[src/rtl/debounce_toggle_n.sv]
// Multi-channel switch debouncer with a per-channel LED that either toggles on the
// selected debounced edge or simply follows the debounced level.
module debounce_toggle_n #(
    parameter int                NUM_CH         = 4,
    parameter int                DEBOUNCE_LIMIT = 250000,
    parameter logic [NUM_CH-1:0] TOGGLE_MASK    = '1,
    parameter bit                EDGE_SEL       = 1'b1
) (
    input  logic              i_Clk,
    input  logic              i_Rst,
    input  logic [NUM_CH-1:0] i_Switch,
    output logic [NUM_CH-1:0] o_LED,
    output logic [NUM_CH-1:0] o_Event,
    output logic [NUM_CH-1:0] o_Switch_Db
);

    localparam int              CW       = $clog2(DEBOUNCE_LIMIT);
    localparam logic [CW-1:0]   LIMIT_M1 = CW'(DEBOUNCE_LIMIT - 1);

    logic [NUM_CH-1:0]          s1_q, s1_d;
    logic [NUM_CH-1:0]          s2_q, s2_d;
    logic [NUM_CH-1:0]          db_q, db_d;
    logic [NUM_CH-1:0]          led_q, led_d;
    logic [NUM_CH-1:0]          event_q, event_d;
    logic [NUM_CH-1:0][CW-1:0]  cnt_q, cnt_d;

    always_comb begin
        s1_d    = i_Switch;
        s2_d    = s1_q;
        db_d    = db_q;
        cnt_d   = cnt_q;
        event_d = '0;
        led_d   = led_q;
        for (int i = 0; i < NUM_CH; i++) begin
            // Any return to the accepted level restarts the stability count.
            if (s2_q[i] == db_q[i]) begin
                cnt_d[i] = '0;
            end else if (cnt_q[i] == LIMIT_M1) begin
                db_d[i]  = s2_q[i];
                cnt_d[i] = '0;
            end else begin
                cnt_d[i] = cnt_q[i] + CW'(1);
            end
            event_d[i] = (db_d[i] != db_q[i]) && (db_d[i] == !EDGE_SEL);
            led_d[i]   = TOGGLE_MASK[i] ? (led_q[i] ^ event_d[i]) : db_d[i];
        end
    end

    always_ff @(posedge i_Clk) begin
        if (i_Rst) begin
            s1_q    <= '0;
            s2_q    <= '0;
            db_q    <= '0;
            cnt_q   <= '0;
            led_q   <= '0;
            event_q <= '0;
        end else begin
            s1_q    <= s1_d;
            s2_q    <= s2_d;
            db_q    <= db_d;
            cnt_q   <= cnt_d;
            led_q   <= led_d;
            event_q <= event_d;
        end
    end

    assign o_LED       = led_q;
    assign o_Event     = event_q;
    assign o_Switch_Db = db_q;

endmodule

[config.mk]
export PLATFORM = sky130hd
export DESIGN_NAME = debounce_toggle_n
export DESIGN_NICKNAME = d
export VERILOG_FILES = /design/src/rtl/debounce_toggle_n.sv
export SDC_FILE = /design/constraint.sdc
export NUM_CORES = 1
export LEC_CHECK = 0
export ABC_CLOCK_PERIOD_IN_PS = 2800
export BUFFER_PORTS_ARGS = -buffer_cell sky130_fd_sc_hd__buf_2
export CORE_MARGIN = 5
export CORE_UTILIZATION = 45
export CTS_BUF_LIST = sky130_fd_sc_hd__clkbuf_16
export DETAILED_ROUTE_END_ITERATION = 10
export GPL_ROUTABILITY_DRIVEN = 0
export SETUP_SLACK_MARGIN = 0.2
export SYNTH_ARGS = -nofsm -noshare
export SYNTH_HDL_FRONTEND = slang
export SYNTH_SLANG_ARGS = --single-unit
[constraint.sdc]
create_clock -name i_Clk -period 2.8 [get_ports i_Clk]
set_input_delay 0.14 -clock i_Clk [delete_from_list [all_inputs] [get_ports i_Clk]]
set_output_delay 0.14 -clock i_Clk [all_outputs]
set_load 0.03 [all_outputs]
# After elaboration in Yosys (flattened, before gate mapping)
# Cells that the tools add are included.
# classes
n_mux	8
bitwise_logic	8
n_addsub	4
eq_ne	12
reduce_logical	8
# ops
op	n
18-bit by 1-bit adder with 18-bit output (second input constant)	4
18-bit == test (second input constant)	4
3-bit OR reduction	4
1-bit 2-to-1 mux	8
1-bit == test	4
1-bit logical AND	4
1-bit inequality test	4
1-bit NOT	4
1-bit bitwise XOR	4
# word_totals
reg_bits	92
elab_cells	49
output_inout_bits	12
inputBits	6

# Depth between registers and ports, before layout
# logic_depth
word_depth	6
mapped_depth	7

# Least setup slack after synthesis
# OpenSTA, ideal clock, no wires.
# synth_timing
path_type	reg2reg
startpoint	register cnt_q[0] in the netlist's numbering
endpoint	register led_q[0], in the netlist o_LED[0]
arrival_ns	1.890
stages_incl_launch_ff	7
setup_slack_ns	0.840
cell_sequence	dfxtp_1 -> ha_1 -> nand3_2 -> or4_1 -> buf_2 -> or4_1 -> a21oi_1
# synth_between
elab_chain_cells	6
# synth_lines
element	line_no	rtl
from (decl)	25	logic [NUM_CH-1:0][CW-1:0] cnt_q, cnt_d;
from (signal assigned)	61	cnt_q <= cnt_d;
18-bit == test (*)	38	end else if (cnt_q[i] == LIMIT_M1) begin
1-bit 2-to-1 mux (*)	38	
1-bit 2-to-1 mux (*)	36	if (s2_q[i] == db_q[i]) begin
1-bit inequality test or 1-bit NOT (tied branches)	44	event_d[i] = (db_d[i] != db_q[i]) && (db_d[i] == !EDGE_SEL);
1-bit logical AND (*)	44	
1-bit bitwise XOR (*)	45	led_d[i] = TOGGLE_MASK[i] ? (led_q[i] ^ event_d[i]) : db_d[i];
to (signal assigned)	62	led_q <= led_d;
to (decl)	23	logic [NUM_CH-1:0] led_q, led_d;
# Mark *: on every way between the ends. The rest lies on a longest branch, timed or not.
# A chain may end at the register's enable or synchronous reset.

# Worst setup path after layout
# layout_timing
startpoint	register cnt_q[18] in the netlist's numbering
endpoint	register cnt_q[21] in the netlist's numbering
# layout_between
elab_chain_cells	2
# layout_lines
element
parallel branches: the longest is 2 deep, another holds 18-bit by 1-bit adder with 18-bit output
# Parallel ways; which one is timed is not known.

==> flow_summary.toml <==
[final_layout]
fin_nets = 475
regArea_um2 = 1840
area_growth_pct = 13.0
nFillCells = 806
multi_input_area_um2 = 1980
fin_util_pct = 51.6
drive_above_1_share_pct = 10.0
num_antenna_cells = 0

[sta]
min_period_over_period_pct = 75.4
clock.fmax_mhz = 474
tightest_slew_ns = 0.505
slew_headroom_pct = 66.3
layout_setup_ws_ns = 0.690
clock_skew_ns = 0.00397
setup_viol = 0
finalHoldViolations = 0
rsz0062_at_grt = "no"
finalSetupTns_ns = 0
slew_viol_final = 0
fin_crit_ns = 2.11

[global_routing]
grt_overflow = 0
track_usage_pct = 13.8
antenna_found_initial = 0
grt_pass1_vias = 2846
grt_pass1_wl_um = 12700
grt_max_degree = 29

[synthesis]
synth_cells = 448
ys_seq_elements = 92
async_flop_share_pct = 0
synth_edf_count = 0
synthFlopType = "dfxtp_1"
synth_nets = 458
synthXorXnorAreaFrac_pct = 12.4
post-synth-top-count-cell = "dfxtp_1"
syn_area_um2 = 3940
synthMuxAreaShare_pct = 0
seq_area_frac_synth_pct = 46.7
synth_top_family_by_area = "simple AND/OR/NAND/NOR gates"
yosys.area_share.simple_pct = 29.9
yosysTopAreaCell = "dfxtp_1"
synth_commonest_cells = "dfxtp_1, nor2_1, xnor2_1"
synth.top_cells.by_area = "dfxtp_1, xnor2_1, nor2_1"
synth_cell_types = 34
synth_top_cell_area_share_pct = 46.7
synth_compound_area_share_pct = 6.54
synthAdderAreaFrac_pct = 1.27
ys_warn_count = 0
syn_avg_cell_area_um2 = 8.80

[placed_design]
port_buffers = 17
pre_cts_ws_ns = 0.695
hpwl_um = 4880

[die]
die_w_um = 104
die_h_um = 104
die_area_um2 = 10700
pin_count = 18
rows = 34
core_area_um2 = 8640
start_util_pct = 45.7

[critical_path]
crit_type = "reg -> reg"
critPathCaptureType = "register"
crit_required_ns = 3.04
cp-start-kind = "register"
cp_max_fo = 9
arrival_ns = 2.35

[drt]
drt-wirelength-per-cell_um = 12.3
dr.first_iter.drc_count = 90
drc = 0
vias = 3037
drtAntennaViolNets = 0
wl_um = 7120
viasPerCell = 5.25
dr.pass1.iters = 4

[clock_tree]
cts.sinks = 92
hold_buffers = 0
cts_max_path_buffers = 2
cts_buffers = 9
htreeDepth = 3
clk_pin_slew_ns = 0.07
post_cts_buffers = 0
cts_root_buffer = "clkbuf_16"
ctsResizeCount = 0
cts_tree = "yes"
clk_latency_ns = 0.34

[power_and_ir_drop]
p_per_area_nw_per_um2 = 596
leakagePower_nw = 1.29
totalPowerFinal_mw = 2.66
peakVddDrop_v = 0.000329

[worst_hold_path]
min_path_type = "in -> reg"

[job]
maxCapViolCount = 0

[outcome]
status = "completed"
## logic make-up (layout without fill, tap and decap cells)
group | Yosys count | in the layout
simple gates | 224 | 224
flops | 92 | 92
buf+inv | 31 | 53
xor+xnor | 56 | 56
compound gates | 41 | 41
fa+ha+maj | 4 | 4
## through the flow
| stage | hold WS (ns) | std cells | area (um^2) |
|---|---|---|---|
| 2_1_floorplan | 0.268 | 448 | 3940 |
| 3_3_place_gp | 0.361 | 562 | 4130 |
| 3_5_place_dp | 0.366 | 562 | 4130 |
| 4_1_cts | 0.00672 | 578 | 4450 |
| 5_1_grt | 0.0150 | 578 | 4450 |
| 6_report | 0.0115 | 578 | 4450 |
## state kept, by name, indices dropped and copies added, names as in the netlist
| register | cells |
|---|---|
| cnt_q | 72 |
| o_Event | 4 |
| o_LED | 4 |
| o_Switch_Db | 4 |
| s1_q | 4 |
| s2_q | 4 |
## where the power goes
part           total, mW  internal [mW]  leakage [nW]  switching [mW]
logic             0.0300         0.0107         0.395          0.0192
registers           1.32           1.32         0.743         0.00385
clock network       1.31          0.788         0.156           0.519
total               2.66           2.11          1.29           0.542
## area by class of cell
type / count / area share (%)
repair buffers: 21 / 2.58
flip-flops and latches: 92 / 41.3
clock inverters: 7 / 2.22
inverters: 16 / 1.35
well taps: 108 / 3.03
clock buffers: 9 / 5.06
multi-input cells: 325 / 44.4
## per-layer routing
layer	GRT usage, %	part of all wire (%)	wire length (um)
met3	4.85	3.5	247
met1	17.4	51	3600
met5	0	0	0
met4	4.03	0.79	56
met2	22.0	45	3210
## critical path, cell delays in order, from the launching register on
cell	delay, ns
dfxtp_1	0.35
ha_1	0.22
nand3_1	0.11
or4_1	0.59
o21ai_2	0.43
buf_4	0.24
nor2_1	0.05
## worst paths after layout
check	startpoint	to	slack (ns)	cells past startpoint
worst max-delay path	cnt_q[18]$_SDFF_PP0_	cnt_q[21]$_SDFF_PP0_	0.69	6
worst min register to register	s1_q[0]$_SDFF_PP0_	s2_q[0]$_SDFF_PP0_	0.44	1
worst min-delay path	i_Switch[3]	s1_q[3]$_SDFF_PP0_	0.01	2
worst max register to register	cnt_q[18]$_SDFF_PP0_	cnt_q[21]$_SDFF_PP0_	0.69	6
## placed cells by master, fill, tap and decap left out, drive strengths merged, types with 7 or more instances in the layout
master  Yosys  final
or3         7      7
nand2b      8      8
nand4      17     17
buf         6     21
nand3      28     28
clkbuf      9      9
o21ai      11     11
nor2b      11     11
a21oi      17     17
nor4       23     23
nor2       70     70
or4        12     12
inv        16     18
dfxtp      92     92
o31ai       9      9
nand2      19     19
xnor2      43     43
xor2       13     13
nor3       15     15
(Power assumes the default switching activity.)
